File: src/rtl/alu_result_buffer.sv
// FWFT result buffer behind the ALU: stores {op,result} pairs and hands them to a valid/ready consumer.
// Optional accept/drop statistics are enabled by defining ALU_RESULT_BUFFER_STATS_EN.
module alu_result_buffer #(
  parameter int DEPTH  = 8,
  parameter int DATA_W = 8,
  parameter int OP_W   = 3
) (
  input  logic                     clk,
  input  logic                     reset,
  input  logic                     in_valid,
  input  logic [OP_W-1:0]          in_op,
  input  logic [DATA_W-1:0]        in_result,
  output logic                     in_ready,
  input  logic                     clear,
  output logic                     out_valid,
  input  logic                     out_ready,
  output logic [OP_W-1:0]          out_op,
  output logic [DATA_W-1:0]        out_result,
  output logic                     out_zero,
  output logic [$clog2(DEPTH):0]   count,
  output logic                     overflow,
  output logic [15:0]              total_cnt,
  output logic [15:0]              drop_cnt
);

  localparam int AW = $clog2(DEPTH);

  typedef struct packed {
    logic [OP_W-1:0]   op;
    logic [DATA_W-1:0] result;
  } entry_t;

  entry_t        mem [DEPTH];
  entry_t        head;
  logic [AW:0]   wr_ptr, rd_ptr;
  logic          full, empty;
  logic          push, pop, drop;

  // Extra MSB on each pointer distinguishes full from empty when indices match.
  assign empty = (wr_ptr == rd_ptr);
  assign full  = (wr_ptr[AW] != rd_ptr[AW]) && (wr_ptr[AW-1:0] == rd_ptr[AW-1:0]);
  assign count = wr_ptr - rd_ptr;

  assign push = in_valid && !full && !clear;
  assign drop = in_valid &&  full && !clear;
  assign pop  = out_ready && !empty && !clear;

  assign in_ready  = !full;
  assign out_valid = !empty;

  assign head       = mem[rd_ptr[AW-1:0]];
  assign out_op     = head.op;
  assign out_result = head.result;
  assign out_zero   = out_valid && (head.result == '0);

  // Storage is intentionally unreset; only pointers and flags carry state that matters.
  always_ff @(posedge clk) begin
    if (push) mem[wr_ptr[AW-1:0]] <= '{op: in_op, result: in_result};
  end

  always_ff @(posedge clk or negedge reset) begin
    if (!reset) begin
      wr_ptr   <= '0;
      rd_ptr   <= '0;
      overflow <= 1'b0;
    end else if (clear) begin
      wr_ptr   <= '0;
      rd_ptr   <= '0;
      overflow <= 1'b0;
    end else begin
      if (push) wr_ptr <= wr_ptr + 1'b1;
      if (pop)  rd_ptr <= rd_ptr + 1'b1;
      if (drop) overflow <= 1'b1;
    end
  end

`ifdef ALU_RESULT_BUFFER_STATS_EN
  always_ff @(posedge clk or negedge reset) begin
    if (!reset) begin
      total_cnt <= '0;
      drop_cnt  <= '0;
    end else if (clear) begin
      total_cnt <= '0;
      drop_cnt  <= '0;
    end else begin
      if (push && total_cnt != 16'hFFFF) total_cnt <= total_cnt + 16'd1;
      if (drop && drop_cnt  != 16'hFFFF) drop_cnt  <= drop_cnt  + 16'd1;
    end
  end
`else
  assign total_cnt = 16'd0;
  assign drop_cnt  = 16'd0;
`endif

endmodule
File: config.mk
export PLATFORM = sky130hd
export DESIGN_NAME = alu_result_buffer
export DESIGN_NICKNAME = d
export VERILOG_FILES = /design/src/rtl/alu_result_buffer.sv
export SDC_FILE = /design/constraint.sdc
export NUM_CORES = 1
export LEC_CHECK = 0
export CAP_MARGIN = 0
export CELL_PAD_IN_SITES_DETAIL_PLACEMENT = 0
export CELL_PAD_IN_SITES_GLOBAL_PLACEMENT = 1
export CORE_MARGIN = 2
export CORE_UTILIZATION = 40
export CTS_CLUSTER_SIZE = 40
export DETAILED_ROUTE_END_ITERATION = 8
export PLACE_DENSITY = 0.82
export SLEW_MARGIN = 0
export SYNTH_ARGS = -nofsm -noshare
export SYNTH_HDL_FRONTEND = slang
export SYNTH_SLANG_ARGS = --single-unit
File: constraint.sdc
create_clock -name clk -period 4.6 [get_ports clk]
set_input_delay 0.92 -clock clk [delete_from_list [all_inputs] [get_ports clk]]
set_output_delay 0.92 -clock clk [all_outputs]
set_load 0.005 [all_outputs]
Yosys cells after proc, flatten, opt, wreduce, memory -nomap -nowiden
Memory sizes are Yosys's and may differ from the RTL's.
Cells that the tools add are included.

cells by class
  equality and inequality tests = 3
  reductions and logical operators = 15
  mux-type cells = 8
  $add $sub $neg = 3

operators with widths
  cell                                                           number
  4-bit 2-to-1 mux                                               4
  4-bit by 1-bit adder with 4-bit output, second input constant  2
  1-bit logical AND                                              8
  8-bit zero test                                                1
  2-bit nonzero test                                             3
  4-bit == test                                                  1
  1-bit 2-to-1 mux                                               4
  4-bit subtractor                                               1
  3-bit == test                                                  1
  1-bit zero test                                                3
  1-bit != test                                                  1

word-level totals
  bits in registers = 9
  output and inout bits = 51
  memories = 1
  input bits = 16
  memory bits (writable) = 88

memories
  name  words  width  rd ports  clocked after memory_dff  write ports  line  source
  mem   8      11     1         0                         1            33    entry_t mem [DEPTH];

Longest topological paths before layout
Gate-level depths: netlist (run 1).

  word-level depth = 7
  gate-level depth with buffers = 8
  gate-level depth less buffers = 6

Least setup slack after synthesis (run 1)
No wires, ideal clock.

  path type = flip-flop to flip-flop
  start = reg rd_ptr[2]
  end = mem mem[1][0] (netlist bit) (enable)
  path slack = 1527 ps
  period minus slack after synthesis = 3073 ps
  arrival = 2680 ps
  library setup time = 393 ps
  path buffers = 2
  required time = 4207 ps
  stages on the path, launching flop included = 9
  path through = dfrtp_1 > clkbuf_1 > inv_2 > buf_2 > ha_1 > nand3_1 > o21ai_1 > or3_1 > nor3_1

on the way
  longest elaborated chain between the ends = 7

ends and longest elaborated chain
  what                                    line  source
  start, declared                         35    logic [AW:0] wr_ptr, rd_ptr;
  start signal, assigned                  72    if (pop) rd_ptr <= rd_ptr + 1'b1;
  3-bit == test                           41    assign full = (wr_ptr[AW] != rd_ptr[AW]) && (wr_ptr[AW-1:0] == rd_ptr[AW-1:0]);
  1-bit logical AND                       41
  1-bit zero test                         44    assign push = in_valid && !full && !clear;
  1-bit logical AND (2 in series)         44
  1-bit 2-to-1 mux                        58    if (push) mem[wr_ptr[AW-1:0]] <= '{op: in_op, result: in_result};
  1-bit 2-to-1 mux (not written as such)  58
  end, declared                           33

No other way between the ends.

Worst setup path after layout (run 1)
  start = reg rd_ptr[0]
  end = out out_zero

on the way
  longest elaborated chain between the ends = 3

ends and longest elaborated chain
  what                                                     line    source
  memory read 8 x 11 bit or 4-bit == test (tied branches)  -
  8-bit zero test or 1-bit zero test (tied branches)       54, 49
  1-bit logical AND *                                      54      assign out_zero = out_valid && (head.result == '0);
  end, declared                                            19      output logic out_zero,

Mark *: on every way between the ends. The rest lies on a longest branch, timed or not.

==> key figures, run 1 <==
STA
  – Final hold violations: 0
  – Period minus WS final: 4040 ps
  – Least-Margin Pin Slew: 724 ps
  – Setup repair after global routing missed its margin: false
  – Fin crit share: 87.8%
  – Fmax: 0.247 GHz
  – Clock skew: 9.03 ps
  – Slew HR: 51.7%
  – Max Slew Vio Count: 0
  – Setup TNS: 0 ps
  – Final setup fails: 0

Final layout
  – Area Growth Syn to Fin: 14.9%
  – Diodes inserted: 0
  – Most frequent cells in the layout: edfxtp_1 (88), clkdlybuf4s50_1 (34), conb_1 (32), mux4_2 (19), nor2_1 (16)
  – Fillcell total: 881
  – Fin nets: 320
  – Final Non-Filler Cells: 439
  – Layout cell share with drive strength beyond 1: 17.2%
  – Multi-input gate area: 0.00115 sq mm
  – Reg area: 0.00287 sq mm
  – Commonest non-fill, non-tap cell in the layout: edfxtp_1

Power
  – Total power: 1920 uW
  – Cell area power density: 395 mW/mm^2
  – Maximum VDD drop: 0.172 mV
  – P_leak: 0.00171 uW

Drt
  – DRT Pass-1 Iters: 4
  – Final antenna-violating net count: 0
  – Drt via density: 4.85
  – Via Count: 2130
  – Initial DRC Count: 133
  – DRC viols: 0
  – Routed WL: 7530 um
  – Wirelength per Cell: 17.2 um

GRT
  – Initial antenna violation count: 0
  – First-pass GRT wire length: 11800 um
  – Total Routing Usage GR: 14.1%
  – Gr ovfl total: 0
  – Number of global-route vias before repair: 2193
  – Largest net degree at the start of global routing: 19

Critical path
  – Critical Path End Type: primary output
  – Worst R2R Path Depth: 7
  – R2r endpoint: mem[7][8]
  – Reg2reg setup slack: 1370 ps
  – Critical R2R Launch: rd_ptr[1]
  – Critical path class: register to primary output
  – CP required: 3680 ps
  – Worst EP arrival: 3120 ps
  – CP startpoint kind: register
  – Crit-path max FO: 13

Logic synthesis
  – Register area share after synthesis: 67.7%
  – Flops & latches, synth: 97
  – Async set-reset flop share out of synthesis: 9.28%
  – EDFF count, synth: 88
  – Synth Area per Inst: 16.9 sq um
  – Ys flop type: edfxtp_1
  – Yosys cell types: 32
  – Synth warnings: 0
  – Cell Area, Synth: 0.00424 sq mm
  – Post-Syn Instances: 251

CTS
  – Root Buffer: clkbuf_8
  – Number of CTS-inserted buffers: 9
  – Clock sink count: 97
  – Postcts setup bufs: 0
  – CTS resizes: 0
  – Clk_lat worst skew: 350 ps
  – CTS H-tree depth: 3
  – Clock slew seen by the registers of the worst setup and hold paths: 100 ps
  – Clk buf depth: 2
  – Hold Buf Count CTS: 0
  – CTS tree: yes

Floorplanning
  – Core Box Area: 0.0103 sq mm
  – Die Wd: 107 um
  – Die area: 0.0114 sq mm
  – Die Y: 107 um
  – # rows: 37
  – Initial core utilization: 41.0%
  – # IOs: 67

Placed design
  – IO buf count: 34
  – Hpwl dp: 5020 um
  – Placer Congestion: 0.771
  – DP Cell Count: 423

Outcome
  – Outcome: finished clean

Flow run
  – MaxCap Viol Count: 0

Hold path
  – Hold_sp: overflow
  – Hold Path Stages: 2
  – Worst Hold Class: register to register
  – Hold path endpoint: overflow
## per-stage QoR
step	utilization, %	area [sq um]	worst slack [ps]	hold WS [ps]
3_3_place_gp	45.1	4660	950	479
6_report	47.1	4870	560	508
2_1_floorplan	-	4350	1530	486
3_5_place_dp	45.1	4660	875	490
5_1_grt	47.1	4870	324	572
4_1_cts	47.1	4870	479	512
## worst max-delay path by stage
stage               cells past startpoint        end  slack (ps)  startpoint
floorplan                               8  mem[1][0]        1530   rd_ptr[2]
global route                            5   out_zero         320   rd_ptr[0]
detailed placement                      5   out_zero         880   rd_ptr[0]
CTS                                     5   out_zero         480   rd_ptr[0]
finish                                  5   out_zero         560   rd_ptr[0]
global placement                        5   out_zero         950   rd_ptr[0]
## logic make-up after synthesis
family | share of synthesized area [%]
flops | 67.7
xor+xnor | 2.07
simple gates | 4.25
other cells | 0.0885
buf+inv | 7.80
compound gates | 1.39
fa+ha+maj | 1.95
mux | 14.7
## state kept, by name, summed over array words and instances (netlist names)
| signal | cells |
|---|---|
| mem | 88 |
| wr_ptr | 4 |
| rd_ptr | 4 |
| overflow | 1 |
## layer usage
metal	share of wire, %	GRT usage, %
met1	44	19.3
met2	48	22.6
met3	7.2	2.74
met4	0.98	5.38
met5	0	0
## synth_stat cells, types with 2 or more instances
library cell | instances | area, sq um
clkbuf_1 | 2 | 7.51
o21ai_1 | 2 | 10.0
buf_4 | 34 | 255
dfrtp_1 | 9 | 225
or3_1 | 2 | 12.5
ha_1 | 5 | 62.6
mux2i_1 | 14 | 140
mux2_2 | 5 | 56.3
buf_2 | 3 | 15.0
mux4_2 | 19 | 428
a21oi_1 | 2 | 10.0
edfxtp_1 | 88 | 2640
inv_1 | 10 | 37.5
nand2_1 | 11 | 41.3
xnor2_1 | 5 | 43.8
xor2_1 | 5 | 43.8
nor3_1 | 3 | 15.0
nor2_1 | 16 | 60.1
o211ai_1 | 3 | 22.5
## power by group
part | total (uW) | internal [uW] | switching (uW)
Combinational | 351 | 204 | 147
Sequential | 1010 | 977 | 28.3
Clock | 568 | 262 | 307
Total | 1920 | 1440 | 482
## area by class of cell
cell class,instances,share of cell area (%)
clock buffers,9,2.54
clock inverters,7,1.80
inverters,11,0.848
multi-input cells,134,23.7
flip-flops and latches,97,58.9
well taps,136,3.50
repair buffers,45,8.69
## worst max-delay path, cell delays in order, from the launching register on
cell and delay [ps]:
dfrtp_1 820, mux4_2 580, mux2_2 300, nor3_1 290, and4bb_1 270, clkdlybuf4s50_1 510
Note: power is estimated with default switching activity, not from simulation.
==> run 2, diff against run 1 <==
CTS_BUF_LIST = sky130_fd_sc_hd__clkbuf_8   (was default)
SLEW_MARGIN = 20   (was 0)
==> results of run 2 <==
Same layout as run 1: the final DEF is identical, and so are final timing and power.
==> run 3, diff against run 2 <==
CORE_UTILIZATION = 44   (was 40)
PLACE_DENSITY = 0.88   (was 0.82)
==> run 3 against run 2 <==
Compared with the run above: die area fell by 8.8%; count of clock-buffer cells in the layout stayed put; combinational power up 4%; register-to-register slack got worse by 20 ps.
==> key figures, run 3 (synthesis results as in run 1) <==
CTS
  – Root Buffer: clkbuf_8 (unchanged)
  – CTS tree: yes (unchanged)
  – Number of CTS-inserted buffers: 9 (unchanged)
  – Clk_lat worst skew: 350 ps (about the same)
  – Postcts setup bufs: 0 (unchanged)
  – CTS resizes: 0 (unchanged)
  – Clock slew seen by the registers of the worst setup and hold paths: 100 ps (about the same)
  – Clock sink count: 97 (unchanged)
  – CTS H-tree depth: 3 (unchanged)
  – Clk buf depth: 2 (unchanged)
  – Hold Buf Count CTS: 0 (unchanged)

STA
  – Hold WS: 506 ps (was 508 ps)
  – Clock skew: 11.6 ps (was 9.03 ps)
  – Setup repair after global routing missed its margin: false (unchanged)
  – Least-Margin Pin Slew: 665 ps (was 724 ps)
  – Setup ws final: 769 ps (was 560 ps)
  – Setup TNS: 0 ps (unchanged)
  – Final setup fails: 0 (unchanged)
  – Slew HR: 55.5% (was 51.7%)
  – Fmax: 0.261 GHz (was 0.247 GHz)
  – Max Slew Vio Count: 0 (unchanged)
  – Period minus WS final: 3830 ps (was 4040 ps)
  – Final hold violations: 0 (unchanged)
  – Fin crit share: 83.3% (was 87.8%)

Power
  – Sequential power share: 49.5% (was 52.2%)
  – Logic pwr share: 18.2% (about the same)
  – Internal power: 1540 uW (was 1440 uW)
  – Net Sw Frac: 23.2% (was 25.0%)
  – P_leak: 0.00173 uW (was 0.00171 uW)
  – Clock share of power: 32.3% (was 29.5%)
  – Psw: 465 uW (was 482 uW)
  – Maximum VDD drop: 0.315 mV (was 0.172 mV)
  – Cell area power density: 411 mW/mm^2 (was 395 mW/mm^2)
  – Total power: 2010 uW (was 1920 uW)

Drt
  – Routed WL: 7590 um (was 7530 um)
  – Final antenna-violating net count: 0 (unchanged)
  – Wirelength per Cell: 17.6 um (was 17.2 um)
  – Initial DRC Count: 113 (was 133)
  – DRC viols: 0 (unchanged)
  – Drt via density: 4.93 (was 4.85)
  – Via Count: 2128 (was 2130)
  – DRT Pass-1 Iters: 4 (unchanged)

Critical path
  – Crit-path max FO: 19 (was 13)
  – CP startpoint kind: register (unchanged)
  – Critical path class: register to primary output (unchanged)
  – Worst EP arrival: 2910 ps (was 3120 ps)
  – Critical Path End Type: primary output (unchanged)
  – CP required: 3680 ps (about the same)

Floorplanning
  – # rows: 35 (was 37)
  – Die Y: 102 um (was 107 um)
  – Die Wd: 102 um (was 107 um)
  – # IOs: 67 (unchanged)
  – Core Box Area: 0.00928 sq mm (was 0.0103 sq mm)
  – Initial core utilization: 45.6% (was 41.0%)
  – Die area: 0.0104 sq mm (was 0.0114 sq mm)

Placed design
  – Placer Congestion: 0.748 (was 0.771)
  – IO buf count: 34 (unchanged)
  – Cell Area, Placed: 0.00465 sq mm (was 0.00466 sq mm)
  – Hpwl dp: 4950 um (was 5020 um)
  – Pre-CTS WS: 1150 ps (was 875 ps)

Final layout
  – Layout cell share with drive strength beyond 1: 17.2% (unchanged)
  – Design area: 0.00489 sq mm (was 0.00487 sq mm)
  – Diodes inserted: 0 (unchanged)
  – Area Growth Syn to Fin: 15.5% (was 14.9%)
  – Commonest non-fill, non-tap cell in the layout: edfxtp_1 (unchanged)
  – Max reg flops: 88 (unchanged)
  – Most frequent cells in the layout: edfxtp_1 (88), clkdlybuf4s50_1 (34), conb_1 (32), mux4_2 (19), nor2_1 (16) (unchanged)
  – Fin nets: 320 (unchanged)

Outcome
  – Outcome: finished clean (unchanged)

GRT
  – Initial antenna violation count: 0 (unchanged)
  – Gr ovfl total: 0 (unchanged)
  – Number of global-route vias before repair: 2118 (was 2193)
  – Total Routing Usage GR: 15.6% (was 14.1%)
  – First-pass GRT wire length: 11500 um (was 11800 um)
  – Largest net degree at the start of global routing: 20 (was 19)

Hold path
  – Worst Hold Class: register to register (unchanged)

Flow run
  – MaxCap Viol Count: 0 (unchanged)
run 3: per-stage QoR:
stage / util, % / instances
after detailed placement: 50.1 / 416
after CTS: 52.7 / 432
after floorplan: - / 282
after global placement: 50.1 / 416
after global routing: 52.7 / 432
final: 52.7 / 432
run 3: metal layers:
metal | vias to the layer above | part of all wire, % | GRT usage, %
li1 | 970 | - | -
met1 | 1060 | 41 | 20.4
met2 | 90 | 51 | 25.7
met3 | 8 | 7.2 | 3.76
met4 | 0 | 1.2 | 5.64
met5 | - | 0 | 0
run 3: final timing paths:
check / slack [ps] / end / depth (start not counted) / start
worst max-delay path: 770 / out_zero / 6 / rd_ptr[1]
worst min-delay path: 510 / overflow / 2 / overflow
worst max register to register: 1350 / mem[4][8] / 7 / rd_ptr[0]
worst min register to register: 510 / overflow / 2 / overflow
max in group asynchronous: 3440 / rd_ptr[2] / 1 / reset
min in group asynchronous: 860 / rd_ptr[3] / 1 / reset
run 3: area by class of cell:
class	instances	area, sq um
Multi-Input combinational cell	134	1150
Timing Repair Buffer	45	423
Clock inverter	7	119
Sequential cell	97	2870
Fill cell	781	4390
Clock buffer	9	124
Inverter	11	41.3
Tap cell	129	161
run 3: worst max-delay path, stage by stage (launching register included):
cell	delay [ps]
dfrtp_1	400
buf_4	320
mux4_2	550
mux2_2	290
nand4b_1	190
and4bb_1	300
clkdlybuf4s50_1	510
run 3: power groups by stage:
stage          combinational [uW]  sequential [uW]  clock, uW
4_1_cts                       371              995        664
3_3_place_gp                  363             1010          0
5_1_grt                       401              998        697
2_1_floorplan                 244             1000          0
6_report                      366              994        649
3_5_place_dp                  368             1020          0
